===== config.mk =====
export PLATFORM = sky130hd
export DESIGN_NAME = cache_assoc_ctrl
export DESIGN_NICKNAME = d
export VERILOG_FILES = /design/src/rtl/cache_assoc_ctrl.sv
export SDC_FILE = /design/constraint.sdc
export NUM_CORES = 2
export LEC_CHECK = 0
export CORE_MARGIN = 2
export CORE_UTILIZATION = 59
export DETAILED_ROUTE_END_ITERATION = 12
export PLACE_DENSITY_LB_ADDON = 0.25
export REMOVE_ABC_BUFFERS = 1
export SKIP_LAST_GASP = 1
export SLEW_MARGIN = 20
export SYNTH_ARGS = -nofsm -noshare
export SYNTH_HDL_FRONTEND = slang
export SYNTH_SLANG_ARGS = --single-unit

===== constraint.sdc =====
create_clock -name clk -period 15.7 [get_ports clk]
set_input_delay 3.925 -clock clk [delete_from_list [all_inputs] [get_ports clk]]
set_output_delay 3.925 -clock clk [all_outputs]
set_load 0.05 [all_outputs]

===== src/rtl/cache_assoc_ctrl.sv =====
// cache_assoc_ctrl: N-way set-associative write-back data cache with miss/evict FSM
module cache_assoc_ctrl #(
    parameter int NUM_SETS   = 4,
    parameter int NUM_WAYS   = 2,
    parameter int ADDR_WIDTH = 32,
    parameter int LINE_WIDTH = 128,
    parameter int XLEN       = 32
) (
    input  logic                  clk,
    input  logic                  reset,
    input  logic                  req_valid,
    input  logic                  req_load,
    input  logic                  req_store,
    input  logic [ADDR_WIDTH-1:0] req_addr,
    input  logic [1:0]            req_size,
    input  logic [XLEN-1:0]       req_wdata,
    output logic [XLEN-1:0]       read_data,
    output logic                  stall,
    output logic                  misaligned,
    output logic                  mem_req,
    output logic                  mem_req_write,
    output logic [ADDR_WIDTH-1:0] mem_req_addr,
    output logic [LINE_WIDTH-1:0] mem_req_data,
    input  logic                  mem_grant,
    input  logic                  mem_resp,
    input  logic [ADDR_WIDTH-1:0] mem_resp_addr,
    input  logic [LINE_WIDTH-1:0] mem_resp_data
);
    localparam int OFF = $clog2(LINE_WIDTH / 8);
    localparam int IB  = $clog2(NUM_SETS);
    localparam int IW  = IB > 0 ? IB : 1;
    localparam int WW  = NUM_WAYS > 1 ? $clog2(NUM_WAYS) : 1;
    localparam int TW  = ADDR_WIDTH - OFF - IB;

    typedef enum logic [1:0] {IDLE, EVICT, FILL_REQ, FILL_WAIT} state_t;

    state_t                state, state_nxt;
    logic                  valid [NUM_SETS][NUM_WAYS];
    logic                  dirty [NUM_SETS][NUM_WAYS];
    logic [TW-1:0]         tags  [NUM_SETS][NUM_WAYS];
    logic [LINE_WIDTH-1:0] lines [NUM_SETS][NUM_WAYS];
    logic [WW-1:0]         rr    [NUM_SETS];
    logic [WW-1:0]         victim, victim_q, hit_way;
    logic                  hit, access, store_hit, evict_done, fill_done;
    logic [IW-1:0]         idx;
    logic [TW-1:0]         tag;
    logic [OFF-1:0]        off;
    logic [ADDR_WIDTH-1:0] line_addr;
    logic [LINE_WIDTH-1:0] cur_line, lane_mask, store_line;

    assign line_addr  = (req_addr >> OFF) << OFF;
    assign idx        = IW'((req_addr >> OFF) & ADDR_WIDTH'(NUM_SETS - 1));
    assign tag        = TW'(req_addr >> (OFF + IB));
    assign off        = req_addr[OFF-1:0];
    assign misaligned = req_valid & (req_load | req_store) &
                        ((req_size == 2'd1 & req_addr[0]) | (req_size[1] & |req_addr[1:0]));
    assign access     = req_valid & (req_load | req_store) & ~misaligned;

    // Tag lookup; descending scan leaves the lowest invalid way as victim
    always_comb begin
        hit     = 1'b0;
        hit_way = '0;
        victim  = rr[idx];
        for (int w = NUM_WAYS - 1; w >= 0; w--) begin
            if (!valid[idx][w]) victim = WW'(w);
            if (valid[idx][w] && tags[idx][w] == tag) begin
                hit     = 1'b1;
                hit_way = WW'(w);
            end
        end
    end

    // Lane selection for load extraction and store merge
    always_comb begin
        cur_line   = lines[idx][hit_way];
        lane_mask  = (req_size == 2'd0 ? LINE_WIDTH'(8'hff) :
                      req_size == 2'd1 ? LINE_WIDTH'(16'hffff) :
                                         LINE_WIDTH'({XLEN{1'b1}})) << {off, 3'b000};
        store_line = (cur_line & ~lane_mask) | ((LINE_WIDTH'(req_wdata) << {off, 3'b000}) & lane_mask);
        read_data  = (state == IDLE && access && req_load && hit) ?
                     XLEN'((cur_line & lane_mask) >> {off, 3'b000}) : '0;
    end

    // Miss FSM next state and memory-side outputs
    always_comb begin
        state_nxt     = state;
        stall         = 1'b0;
        mem_req       = 1'b0;
        mem_req_write = 1'b0;
        mem_req_addr  = line_addr;
        mem_req_data  = lines[idx][victim_q];
        store_hit     = 1'b0;
        evict_done    = 1'b0;
        fill_done     = 1'b0;
        case (state)
            IDLE: begin
                store_hit = access & req_store & hit;
                if (access && !hit) begin
                    stall     = 1'b1;
                    state_nxt = (valid[idx][victim] && dirty[idx][victim]) ? EVICT : FILL_REQ;
                end
            end
            EVICT: begin
                stall         = 1'b1;
                mem_req       = 1'b1;
                mem_req_write = 1'b1;
                mem_req_addr  = (ADDR_WIDTH'(tags[idx][victim_q]) << (OFF + IB)) | (ADDR_WIDTH'(idx) << OFF);
                evict_done    = mem_grant;
                state_nxt     = mem_grant ? FILL_REQ : EVICT;
            end
            FILL_REQ: begin
                stall     = 1'b1;
                mem_req   = 1'b1;
                state_nxt = mem_grant ? FILL_WAIT : FILL_REQ;
            end
            default: begin
                stall     = 1'b1;
                fill_done = mem_resp & (mem_resp_addr == line_addr);
                state_nxt = fill_done ? IDLE : FILL_WAIT;
            end
        endcase
    end

    // State register plus valid/dirty/replacement metadata
    always_ff @(posedge clk) begin
        if (!reset) begin
            state    <= IDLE;
            victim_q <= '0;
            for (int s = 0; s < NUM_SETS; s++) begin
                rr[s] <= '0;
                for (int w = 0; w < NUM_WAYS; w++) begin
                    valid[s][w] <= 1'b0;
                    dirty[s][w] <= 1'b0;
                end
            end
        end else begin
            state <= state_nxt;
            if (state == IDLE) victim_q <= victim;
            if (store_hit) dirty[idx][hit_way] <= 1'b1;
            if (evict_done) dirty[idx][victim_q] <= 1'b0;
            if (fill_done) begin
                valid[idx][victim_q] <= 1'b1;
                dirty[idx][victim_q] <= 1'b0;
                rr[idx]              <= NUM_WAYS > 1 ? rr[idx] + WW'(1) : '0;
            end
        end
    end

    // Line data and tags are never cleared; valid bits gate their use
    always_ff @(posedge clk) begin
        if (reset && store_hit) lines[idx][hit_way] <= store_line;
        if (reset && fill_done) begin
            lines[idx][victim_q] <= mem_resp_data;
            tags[idx][victim_q]  <= tag;
        end
    end
endmodule


==> impl_metrics.toml <==
[clock_network]
cts_setup_buffers = 0
clock_latency_ns = 0.78
cts_root_buf = "clkbuf_16"
cts_sinks = 1255
hold_buffers = 0
h-tree-depth = 4
cts_tree = "done"
clockBufferDepth = 3
numCtsBuffers = 131
path_clk_slew_ns = 0.06
cts.repair.resized = 0

[sta]
tightest_slew_ns = 1.23
final.min_clock_period_ns = 14.27
finalWorstSetupSlack_ns = 1.43
relSlewSlack_pct = 18.3
fmax_ghz = 0.0701
rsz0062_at_grt = "no"
period_share_pct = 90.9
skew_ns = 0.0307
finalSetupViolCount = 0
drv_slew = 0
hold_viol = 0

[synth]
yosys_warnings = 0
syn_inst = 4618
ys_seq_area_share_pct = 62.1
synth_most_common_cell = "edfxtp_1"
yosys.area.top_type = "edfxtp_1"
syn-mean-instance-area_um2 = 13.1
ys_types = 79
synth_edf_count = 1239
async_flop_share_pct = 0
ys_ff_latch = 1255
synth_area_leaders = "edfxtp_1 (62%), mux4_2 (11%), nand2_1 (7.2%)"
synth_area_um2 = 60400
synthFlopType = "edfxtp_1"
synth_top_area_share_pct = 61.6
synth_common_cells = "edfxtp_1 (1239), nand2_1 (1164), mux4_2 (299)"

[worst_setup_path]
cp_max_fo = 87
crit_type = "in -> out"
start_kind = "primary input"
cp.required_ns = 11.77
arrival_ns = 10.35
endpoint_kind = "output pin"

[drt]
viasPerCell = 6.85
first_iter_violations = 7206
vias = 43800
ant_nets = 0
wl_um = 204000
first_pass_iters = 10
route.detailed.drc = 0
wl_per_cell_um = 31.8

[global_route]
grt_max_degree = 129
grt_overflow_total = 0
antenna_found_initial = 5
grt_first_pass_wirelength_um = 289000
grt_pass1_vias = 42500
grt_use_total_pct = 38.7

[pwr]
powerDensity_nw_per_um2 = 108
power.leakage_uw = 0.0241
worst_ir_drop_vdd_mv = 0.128

[final_layout]
n_fill_cell = 6828
multiInputGateArea_um2 = 21500
register_area_um2 = 37500
syn2layout_area_growth_pct = 15.9
final_util_pct = 68.9
drive_gt1_share_pct = 13.3
finish.net_count = 5167
instances_no_fill = 6402
stdcell_area_um2 = 70100

[status]
outcome = "complete, no violations"

[placed_design]
place.gp.congestion = 1.00
dp.cells = 6164
postPlaceCellArea_um2 = 65900
dp_hpwl_um = 133000
dp_slack_ns = 1.63
port_buffers = 424

[floorplan]
coreArea_um2 = 102000
rows = 117
die_w_um = 324
io-pin-count = 429
start_util_pct = 59.4
die-area_um2 = 105000
die_h_um = 324

[flow_run]
cap_viol_max_count = 0

[hold_path]
hp-class = "reg -> reg"
[cell usage in the layout, fill, tap and decap left out, types with 10 or more instances in the layout]
| cell | instances |
|---|---|
| nand2b_1 | 10 |
| o221ai_1 | 10 |
| nand2_1 | 1162 |
| nand3_1 | 31 |
| o21ai_0 | 235 |
| xnor2_1 | 43 |
| a21o_1 | 10 |
| xor2_1 | 28 |
| a22oi_1 | 116 |
| a22o_1 | 52 |
| mux2i_1 | 170 |
| a222oi_1 | 22 |
| a211oi_1 | 23 |
| edfxtp_1 | 1239 |
| dfxtp_1 | 15 |
| and3_1 | 15 |
| a31oi_1 | 31 |
| inv_1 | 13 |
| clkbuf_16 | 135 |
| clkinv_2 | 16 |
| buf_12 | 11 |
| buf_4 | 89 |
| clkdlybuf4s50_1 | 415 |
| o21ai_1 | 15 |
| clkinv_1 | 32 |
| nor2_1 | 252 |
| a21oi_1 | 168 |
| mux2_2 | 36 |
| nor3_1 | 18 |
| nor2b_1 | 14 |
| a221oi_1 | 48 |
| and2_1 | 14 |
| nor2_4 | 10 |
| o32ai_1 | 12 |
| mux4_2 | 299 |
| clkbuf_1 | 28 |
| o22ai_1 | 20 |
| nor4_1 | 11 |
[cell families (layout without fill, tap and decap cells)]
kind of cell             Yosys count  in the layout  share of synthesized area [%]
AO/OA/AOI/OAI                    825            825                           8.90
XOR/XNOR                          71             71                           1.03
adder cells (fa/ha/maj)            4              4                         0.0828
buffers and inverters            359            769                           2.64
flip-flops                      1255           1255                           62.1
multiplexers                     509            509                           14.7
other                              1              7                        0.00620
AND/OR/NAND/NOR                 1594           1594                           10.5
[worst paths after layout]
check,from,to,slack [ns],depth (start not counted)
hold reg to reg,valid[2][0],valid[2][0],0.45,1
hold / removal,valid[2][0],valid[2][0],0.45,1
setup / recovery,req_addr[5],read_data[14],1.43,14
setup reg to reg,tags[3][31],lines[1][191],9.81,12
[worst max-delay path, cell delays in order]
cell	delay (ns)
buf_8	0.55
buf_4	0.68
mux4_2	0.44
xnor2_1	0.16
nand4_1	0.14
nor4_1	0.46
nand4b_1	0.33
or3_4	0.69
buf_12	0.31
mux2i_4	0.22
nor2_1	0.26
o21ai_1	0.13
o32ai_1	0.86
clkdlybuf4s50_1	0.97
[layer usage]
layer	part of all wire, %	GRT usage [%]
met2	46	59.7
met1	35	52.1
met4	5.7	19.8
met3	13	8.80
met5	0.010	0
[layout make-up]
class                           instances  share of cell area, %
Tap cell                             1368                   2.44
Antenna cell                            3                 0.0107
Clock buffer                          163                   4.97
Sequential cell                      1255                   53.6
Inverter                               17                 0.0982
Clock inverter                         71                  0.911
Timing Repair Buffer                  518                   7.28
Multi-Input combinational cell       3007                   30.7
[power by group]
group | internal [µW] | switching (µW) | leakage (µW)
clock | 1730 | 1290 | 0.00201
sequential | 3710 | 1.02 | 0.0113
combinational | 281 | 565 | 0.0108
total | 5720 | 1860 | 0.0241
[per-stage QoR]
step / hold slack, ns / power [µW] / TNS [ns]
global route: 0.466 / 7740 / 0
CTS: 0.454 / 7570 / 0
finish: 0.453 / 7580 / 0
floorplan: 0.421 / 4220 / -11.03
global placement: 0.430 / 4590 / 0
detailed placement: 0.437 / 4600 / 0
[registers in the layout, indices dropped and copies added (netlist names)]
signal	flops
dirty	8
lines	1024
rr	4
state	2
tags	208
valid	8
victim_q	1
Note: power is estimated with default switching activity, not from simulation.
